File: config.mk
export PLATFORM = sky130hd
export DESIGN_NAME = simple_controller
export DESIGN_NICKNAME = d
export VERILOG_FILES = /design/src/rtl/simple_controller.sv
export SDC_FILE = /design/constraint.sdc
export NUM_CORES = 1
export LEC_CHECK = 0
export ABC_CLOCK_PERIOD_IN_PS = 2200
export BUFFER_PORTS_ARGS = -buffer_cell sky130_fd_sc_hd__buf_4
export CAP_MARGIN = 20
export CORE_MARGIN = 3
export CORE_UTILIZATION = 47
export DETAILED_ROUTE_END_ITERATION = 12
export PLACE_DENSITY = 0.8
export SLEW_MARGIN = 20
export SYNTH_ARGS = -nofsm -noshare
export SYNTH_HDL_FRONTEND = slang
export SYNTH_SLANG_ARGS = --single-unit
File: constraint.sdc
create_clock -name CLK -period 2.2 [get_ports CLK]
set_input_delay 0.55 -clock CLK [delete_from_list [all_inputs] [get_ports CLK]]
set_output_delay 0.55 -clock CLK [all_outputs]
set_load 0.01 [all_outputs]
File: src/rtl/simple_controller.sv
// Two-cycle-per-instruction sequencer for a 4-register datapath: fetch latches INSTR, exec drives CW.
// Optional macro SINGLE_STEP_EN adds a WAIT state released by STEP after each executed instruction.
module simple_controller (
  input  logic        CLK,
  input  logic        RST,
  input  logic        START,
  input  logic [11:0] INSTR,
  input  logic        Z,
  input  logic        N,
  input  logic        STEP,
  output logic [3:0]  PC,
  output logic [12:0] CW,
  output logic [3:0]  Constant,
  output logic        OUT_LD,
  output logic        HALTED
);

`ifdef SINGLE_STEP_EN
  typedef enum logic [2:0] {StIdle, StFetch, StExec, StHalt, StWait} state_e;
`else
  typedef enum logic [1:0] {StIdle, StFetch, StExec, StHalt} state_e;
`endif

  localparam logic [3:0] OpNop = 4'h0;
  localparam logic [3:0] OpMov = 4'h1;
  localparam logic [3:0] OpAdd = 4'h2;
  localparam logic [3:0] OpSub = 4'h3;
  localparam logic [3:0] OpAnd = 4'h4;
  localparam logic [3:0] OpOr  = 4'h5;
  localparam logic [3:0] OpXor = 4'h6;
  localparam logic [3:0] OpNot = 4'h7;
  localparam logic [3:0] OpLdi = 4'h8;
  localparam logic [3:0] OpAdi = 4'h9;
  localparam logic [3:0] OpIn  = 4'hA;
  localparam logic [3:0] OpOut = 4'hB;
  localparam logic [3:0] OpBrz = 4'hC;
  localparam logic [3:0] OpBrn = 4'hD;
  localparam logic [3:0] OpJmp = 4'hE;
  localparam logic [3:0] OpHlt = 4'hF;

  state_e      r_state;
  state_e      w_state_next;
  logic [3:0]  r_pc;
  logic [3:0]  w_pc_next;
  logic [11:0] r_ir;

  logic [3:0]  w_op;
  logic [1:0]  w_dr;
  logic [1:0]  w_sa;
  logic [1:0]  w_sb;
  logic [3:0]  w_imm;
  logic [3:0]  w_fs;
  logic        w_mb;
  logic        w_md;
  logic        w_rw;
  logic        w_out_op;
  logic [3:0]  w_pc_inc;

`ifndef SINGLE_STEP_EN
  // STEP is a dead input in the default build.
  logic w_unused_step;
  assign w_unused_step = STEP;
`endif

  assign w_op     = r_ir[11:8];
  assign w_dr     = r_ir[7:6];
  assign w_sa     = r_ir[5:4];
  assign w_sb     = r_ir[3:2];
  assign w_imm    = r_ir[3:0];
  assign w_pc_inc = r_pc + 4'd1;

  // Function-select decode of the latched instruction; only applied to CW in EXEC.
  always_comb begin
    w_fs     = 4'b0000;
    w_mb     = 1'b0;
    w_md     = 1'b0;
    w_rw     = 1'b0;
    w_out_op = 1'b0;
    unique case (w_op)
      OpNop: ;
      OpMov: w_rw = 1'b1;
      OpAdd: begin w_fs = 4'b0010; w_rw = 1'b1; end
      OpSub: begin w_fs = 4'b0101; w_rw = 1'b1; end
      OpAnd: begin w_fs = 4'b1000; w_rw = 1'b1; end
      OpOr:  begin w_fs = 4'b1001; w_rw = 1'b1; end
      OpXor: begin w_fs = 4'b1010; w_rw = 1'b1; end
      OpNot: begin w_fs = 4'b1011; w_rw = 1'b1; end
      OpLdi: begin w_fs = 4'b1100; w_mb = 1'b1; w_rw = 1'b1; end
      OpAdi: begin w_fs = 4'b0010; w_mb = 1'b1; w_rw = 1'b1; end
      OpIn:  begin w_md = 1'b1; w_rw = 1'b1; end
      OpOut: w_out_op = 1'b1;
      OpBrz, OpBrn, OpJmp, OpHlt: ;
      default: ;
    endcase
  end

  always_comb begin
    w_state_next = r_state;
    w_pc_next    = r_pc;
    CW           = 13'd0;
    Constant     = 4'd0;
    OUT_LD       = 1'b0;
    HALTED       = 1'b0;
    case (r_state)
      StIdle: begin
        if (START) w_state_next = StFetch;
      end
      StFetch: begin
        w_state_next = StExec;
      end
      StExec: begin
        CW       = {w_dr, w_sa, w_sb, w_mb, w_fs, w_md, w_rw};
        Constant = w_imm;
        OUT_LD   = w_out_op;
`ifdef SINGLE_STEP_EN
        w_state_next = StWait;
`else
        w_state_next = StFetch;
`endif
        case (w_op)
          OpBrz:   w_pc_next = Z ? w_imm : w_pc_inc;
          OpBrn:   w_pc_next = N ? w_imm : w_pc_inc;
          OpJmp:   w_pc_next = w_imm;
          OpHlt: begin
            w_pc_next    = r_pc;
            w_state_next = StHalt;
          end
          default: w_pc_next = w_pc_inc;
        endcase
      end
      StHalt: begin
        HALTED = 1'b1;
        if (START) begin
          w_pc_next    = 4'd0;
          w_state_next = StFetch;
        end
      end
`ifdef SINGLE_STEP_EN
      StWait: begin
        if (STEP) w_state_next = StFetch;
      end
`endif
      default: w_state_next = StIdle;
    endcase
  end

  always_ff @(posedge CLK) begin
    if (RST) begin
      r_state <= StIdle;
      r_pc    <= 4'd0;
      r_ir    <= 12'd0;
    end else begin
      r_state <= w_state_next;
      r_pc    <= w_pc_next;
      if (r_state == StFetch) r_ir <= INSTR;
    end
  end

  assign PC = r_pc;

endmodule
==> impl_results.md, run 1 <==
- Reg2Reg Launch Point: r_state[0]
- Slew at the pin with the worst max-slew slack: 734 ps
- Quantity of I/O buffers inserted on ports: 39
- CTS tree: built
- Total Die Area: 0.00285 sq mm
- Met2 capacity usage during global routing: 0.318
- Area growth syn-to-layout: 34.8%
- Layer with the highest usage: met2
- Post-Syn Nets: 147
- Fin Clk Skew: 6.74 ps
- Initial DRC Count: 19
- Synthesized cell area: 0.00106 sq mm
- Crit-path leading delay family: simple AND/OR/NAND/NOR gates
- Starting density of the core: 0.518
- Number of warning messages in the yosys log: 0
- Leak pwr: 0.000646 uW
- Hold Slack: 477 ps
- Cell depth of the worst min-delay path: 3
- Post-layout power: 1220 uW
- Via count of the first global-routing pass: 930
- Worst rel slew slack: 0.510
- Delay of the slowest critical-path stage: 340 ps
- Largest driver fanout on the critical path: 3
- Critical Path, Cell by Cell: inv_1 > ha_2 > inv_2 > or3_4 > nor3b_2 > buf_4
- Chip Height: 53.4 microns
- Total number of H-tree levels: 1
- PwrDens: 859 mW/mm^2
- Largest vdd supply drop: 0.629 mV
- Syn avg cell area: 8.46 sq um
- Total of hold buffers inserted after clock tree synthesis: 0
- Internal reg-to-reg setup slack: 620 ps
- Row count: 16
- Final setup viols: 0
- Post-Route Setup TNS: 0 ps
- Worst min-delay path class: in2reg
- Number of failing hold endpoints at the final stage: 0
- Critical Path End Type: primary output
- Routed WL per cell: 12.8 microns
- CP required: 1650 ps
- Overall track demand over capacity in global routing: 0.192
- Final period utilization: 0.962
- Overflow after GRT: 0
- Wire length of the first global-routing pass: 4050 microns
- Number of nets with antenna violations after routing: 0
- Final WL: 2450 microns
- Total count of max-transition violations in the final report: 0
- Fmax: 472 MHz
- Post-route minimum period: 2120 ps
- Global-route met1 utilization: 0.236
- Pin count of the biggest net entering global routing: 17
- Number of DRC violations after detailed routing: 0
- R2R depth: 5
- Kind of start point of the critical path: flip-flop
- Synth unique cells: 34
- Count of max-cap constraint violations: 0
- Hold wc startpoint: INSTR[8]
- Data arrival time at the worst-slack endpoint: 1570 ps
- Sequential-to-total area share from yosys stat: 0.341
- Combined area of the multi-input logic cells: 624 sq um
- Post-detail-place hpwl: 1840 microns
- Routing usage on met3: 0.0423
- Final weighted congestion in routability-driven placement: 0.908
- Area used by sequential logic in the layout: 363 sq um
- Mean number of vias per cell: 5.17
- Hold EP: r_ir[8]
- Clock edge transition at the registers on the reported setup and hold paths: 110 ps
- Routed vias: 987
- Cells after Synth: 125
- Horizontal die dimension: 53.4 microns
- Nets: 187
- Buffering stage count on the worst path with inverters included: 3
- RSZ-0062 raised after global routing: false
- Count of boundary I/O pins: 41
- Flop and latch count out of synthesis: 18
- Setup Crit Path Kind: reg2out
- Final-layout fill cell count: 165
- Standard cell with the maximum stage delay on the critical path: sky130_fd_sc_hd__or3_4
- Number of buffers created by CTS: 3
- Crit Reg-Reg Endpoint: r_ir[10]
- Area of the placeable core: 0.00204 sq mm
- Clk sink count: 18
- Fraction of layout instances using a drive strength above 1: 0.348
- Clk buf depth: 2
- Number of antenna violations at the first check in global routing: 0
- Drt first pass iters: 4
- Diode insertion count for antenna repair: 0
- Cell at the root of the clock tree: sky130_fd_sc_hd__clkbuf_4
- Clock insertion delay at the later pin of the skew report: 300 ps
- Result of the run: finished clean
-- cells by family (layout without fill, tap and decap cells) --
logic type	Yosys count	count (layout)	share of synthesized area
AOI/OAI and AO/OA	19	19	0.144
adders and majority gates	4	4	0.0473
buffers and inverters	18	57	0.0805
DFF	18	18	0.341
muxes	16	16	0.151
and+or+nand+nor	50	50	0.236
-- cell usage in the layout (no fill, tap or decap), types with 2 or more instances in the layout --
cell type	count
sky130_fd_sc_hd__or3_4	2
sky130_fd_sc_hd__mux2i_1	16
sky130_fd_sc_hd__o21a_1	2
sky130_fd_sc_hd__o211ai_1	3
sky130_fd_sc_hd__nand3_1	2
sky130_fd_sc_hd__and2_1	6
sky130_fd_sc_hd__buf_4	45
sky130_fd_sc_hd__nor3_1	3
sky130_fd_sc_hd__a211oi_1	3
sky130_fd_sc_hd__nor2_1	23
sky130_fd_sc_hd__ha_1	3
sky130_fd_sc_hd__dfxtp_1	16
sky130_fd_sc_hd__clkbuf_4	3
sky130_fd_sc_hd__nor2b_1	6
sky130_fd_sc_hd__a21oi_1	4
sky130_fd_sc_hd__nand2_1	3
sky130_fd_sc_hd__inv_1	7
sky130_fd_sc_hd__dfxtp_2	2
-- routing by layer --
layer	wire length, microns	vias to the layer above
met5	0	-
met4	21	0
met3	122	4
met2	1180	24
met1	1120	453
li1	-	506
-- timing repair --
action / CTS / global route
pin swaps: 0 / 2
buffers inserted: 1 / 1
gates resized for setup: 5 / 1
endpoints found under the setup margin: 1 / 2
cloned: 0 / 0
-- synthesized netlist by cell type (all sizes together) --
cell	instances	area share
nor2	23	0.082
dfxtp	18	0.34
mux2i	16	0.15
inv	7	0.025
and2	6	0.036
buf	6	0.038
nor2b	6	0.036
a21oi	4	0.019
clkbuf	4	0.014
ha	4	0.047
a211oi	3	0.021
nand2	3	0.011
nor3	3	0.014
o211ai	3	0.021
nand3	2	0.0095
o21a	2	0.014
or3	2	0.017
a221oi	1	0.0083
a22o	1	0.0083
and3	1	0.0059
clkinv	1	0.0035
nand4	1	0.0059
nor3b	1	0.0071
nor4	1	0.0059
o2111ai	1	0.025
o21ai	1	0.0047
o22ai	1	0.0059
o2bb2ai	1	0.0083
o311ai	1	0.0083
or4	1	0.0071
-- sequential cells by signal, summed over array words and instances (netlist names) --
name     count
r_state      2
PC           4
r_ir        12
-- stage by stage --
step / worst slack [ps] / instances / util / cell area [sq um]
2_1_floorplan: 227 / 125 / - / 1060
3_3_place_gp: 319 / 185 / 0.665 / 1360
3_5_place_dp: 288 / 185 / 0.665 / 1360
4_1_cts: 4.09 / 190 / 0.694 / 1420
5_1_grt: 4.01 / 191 / 0.698 / 1430
6_report: 83.2 / 191 / 0.698 / 1430
-- how the worst max path moves through the flow --
stage          slack, ps  cells past startpoint    end        from
3_5_place_dp         290                      6  CW[1]  r_state[0]
5_1_grt                4                      4  CW[3]     r_ir[8]
4_1_cts                4                      6  CW[1]  r_state[0]
3_3_place_gp         320                      6  CW[1]  r_state[0]
2_1_floorplan        230                      5  CW[1]  r_state[0]
6_report              80                      6  CW[1]  r_state[0]
-- report_power, final --
| part | internal, uW | switching [uW] | leakage (uW) |
|---|---|---|---|
| clock | 101 | 106 | 0.0000210 |
| combinational | 275 | 281 | 0.000477 |
| sequential | 396 | 65.5 | 0.000148 |
| total | 772 | 452 | 0.000646 |
-- worst min-delay path: stages --
cell and delay (ps):
sky130_fd_sc_hd__buf_4 80, sky130_fd_sc_hd__mux2i_1 50, sky130_fd_sc_hd__nor2_1 70
-- layout make-up --
cell class | instances | area share
inverters | 8 | 0.0211
flip-flops and latches | 18 | 0.255
clock buffers | 4 | 0.0255
multi-input cells | 89 | 0.438
well taps | 27 | 0.0237
repair buffers | 45 | 0.237
No activity file was read; power rests on OpenSTA's default activity.
==> run 2, diff against run 1 <==
Settings changed: GPL_TIMING_DRIVEN set to 0.
==> run 2 against run 1 <==
  * Sequential power grew 2%
  * Count of clock-buffer cells in the layout is the same
  * Hold slack is essentially flat
  * Cell count grew 1.6%
  * Setup slack lost 42 ps
  * Critical path type unchanged
  * Largest power group unchanged
  * Highest routed layer unchanged
==> impl_results.md, run 2 (same netlist as run 1, synthesis figures left out) <==
- Fraction of layout instances using a drive strength above 1: 0.389 (was 0.348)
- Diode insertion count for antenna repair: 0 (unchanged)
- Post-route minimum period: 2160 ps (was 2120 ps)
- Largest vdd supply drop: 0.608 mV (was 0.629 mV)
- Overall track demand over capacity in global routing: 0.212 (was 0.192)
- Mean number of vias per cell: 5.37 (was 5.17)
- Number of placed cells counting well taps: 190 (was 185)
- Register with the highest flop count: r_ir (unchanged)
- Final weighted congestion in routability-driven placement: 0.872 (was 0.908)
- Buffering stage count on the worst path with inverters included: 3 (unchanged)
- Clock edge transition at the registers on the reported setup and hold paths: 110 ps (about the same)
- Number of flip-flops in the largest register: 12 (unchanged)
- Row count: 16 (unchanged)
- Final setup viols: 0 (unchanged)
- Setup Crit Path Kind: reg2out (unchanged)
- Wire length of the first global-routing pass: 4420 microns (was 4050 microns)
- Final worst-path setup slack: 41.4 ps (was 83.2 ps)
- Standard cell with the maximum stage delay on the critical path: sky130_fd_sc_hd__or4_4 (was sky130_fd_sc_hd__or3_4)
- Number of buffers created by CTS: 3 (unchanged)
- Result of the run: finished clean (unchanged)
- Kind of start point of the critical path: flip-flop (unchanged)
- Starting density of the core: 0.518 (unchanged)
- Leak pwr: 0.000662 uW (was 0.000646 uW)
- Total count of max-transition violations in the final report: 0 (unchanged)
- Clk buf depth: 2 (unchanged)
- Worst min-delay path class: in2reg (unchanged)
- Clock insertion delay at the later pin of the skew report: 300 ps (about the same)
- Slew at the pin with the worst max-slew slack: 410 ps (was 734 ps)
- Data arrival time at the worst-slack endpoint: 1610 ps (was 1570 ps)
- Count of boundary I/O pins: 41 (unchanged)
- Commonest non-fill, non-tap cell in the layout: sky130_fd_sc_hd__buf_4 (unchanged)
- Quantity of I/O buffers inserted on ports: 38 (was 39)
- Critical Path, Cell by Cell: buf_6 > inv_6 > or4_4 > a21oi_2 > buf_4 (was inv_1 > ha_2 > inv_2 > or3_4 > nor3b_2 > buf_4)
- Number of nets with antenna violations after routing: 0 (unchanged)
- Number of DRC violations after detailed routing: 0 (unchanged)
- Via count of the first global-routing pass: 1054 (was 930)
- Leading cell types in the layout, fill and taps excluded: sky130_fd_sc_hd__buf_4 (43), sky130_fd_sc_hd__nor2_1 (23), sky130_fd_sc_hd__mux2i_1 (16) (was sky130_fd_sc_hd__buf_4 (45), sky130_fd_sc_hd__nor2_1 (23), sky130_fd_sc_hd__dfxtp_1 (16), sky130_fd_sc_hd__mux2i_1 (16), sky130_fd_sc_hd__inv_1 (7))
- Count of max-cap constraint violations: 0 (unchanged)
- CTS tree: built (unchanged)
- Routed vias: 1042 (was 987)
- Routed WL per cell: 13.9 microns (was 12.8 microns)
- Nets: 190 (was 187)
- Cell at the root of the clock tree: sky130_fd_sc_hd__clkbuf_4 (unchanged)
- Drt first pass iters: 4 (unchanged)
- Chip Height: 53.4 microns (unchanged)
- Horizontal die dimension: 53.4 microns (unchanged)
- Overflow after GRT: 0 (unchanged)
- Fin Clk Skew: 6.06 ps (was 6.74 ps)
- Final WL: 2690 microns (was 2450 microns)
- Delay of the slowest critical-path stage: 520 ps (was 340 ps)
- Non-filler instance count after layout: 194 (was 191)
- Final period utilization: 0.981 (was 0.962)
- Crit-path leading delay family: simple AND/OR/NAND/NOR gates (unchanged)
- Total Die Area: 0.00285 sq mm (unchanged)
- Area of the placeable core: 0.00204 sq mm (unchanged)
- Post-detail-place hpwl: 1950 microns (was 1840 microns)
- Initial DRC Count: 29 (was 19)
- Post-Route Setup TNS: 0 ps (unchanged)
- Largest driver fanout on the critical path: 8 (was 3)
- Number of antenna violations at the first check in global routing: 0 (unchanged)
- Pin count of the biggest net entering global routing: 14 (was 17)
- Total number of H-tree levels: 1 (unchanged)
- Area growth syn-to-layout: 38.9% (was 34.8%)
- CP required: 1650 ps (about the same)
- Setup slack at placement: 59.1 ps (was 288 ps)
- PwrDens: 866 mW/mm^2 (was 859 mW/mm^2)
- Fmax: 463 MHz (was 472 MHz)
- Number of failing hold endpoints at the final stage: 0 (unchanged)
- Critical Path End Type: primary output (unchanged)
- Worst rel slew slack: 0.726 (was 0.510)
- Clk sink count: 18 (unchanged)
[run 2: per-stage QoR]
| stage | utilization | hold WS, ps | instance area [sq um] | total power, uW |
|---|---|---|---|---|
| after floorplan | - | 452 | 1060 | 833 |
| after global placement | 0.674 | 465 | 1380 | 962 |
| after detailed placement | 0.674 | 481 | 1380 | 993 |
| after CTS | 0.705 | 476 | 1440 | 1240 |
| after global routing | 0.719 | 495 | 1470 | 1360 |
| final | 0.719 | 476 | 1470 | 1270 |
[run 2: routing by layer]
metal	track usage	part of all wire
met5	0	0
met4	0.0936	0.017
met3	0.0423	0.044
met2	0.359	0.49
met1	0.253	0.45
[run 2: what timing repair did]
action                                  4_1_cts  5_1_grt
endpoints found under the setup margin        7        5
hold buffers                                  0        0
pin swaps                                     0        3
buffers inserted                              1        1
gates resized for setup                      11        8
[run 2: final timing paths]
| kind | end | cells after the start | start | slack, ps |
|---|---|---|---|---|
| hold / removal | r_ir[8] | 3 | INSTR[8] | 480 |
| hold reg to reg | r_ir[6] | 2 | r_ir[6] | 510 |
| setup / recovery | CW[3] | 5 | r_ir[8] | 40 |
| setup reg to reg | PC[0] | 7 | r_state[0] | 690 |
[run 2: tightest hold or removal path, delay by kind of cell]
family	cells	cell delay, ps
mux	1	50
simple gates	1	70
buf+inv	1	70
[run 2: area by class of cell]
class / instances / area [sq um]
flip-flops and latches: 18 / 365
fillers: 159 / 573
multi-input cells: 89 / 642
inverters: 8 / 40.0
clock buffers: 4 / 36.3
repair buffers: 40 / 300
plain buffers: 8 / 51.3
well taps: 27 / 33.8
[run 2: where the power goes]
group	leakage, uW	switching (uW)	total [uW]	internal (uW)
Clock	0.0000210	109	210	101
Sequential	0.000149	72.8	471	398
Combinational	0.000492	305	592	287
Total	0.000662	487	1270	786
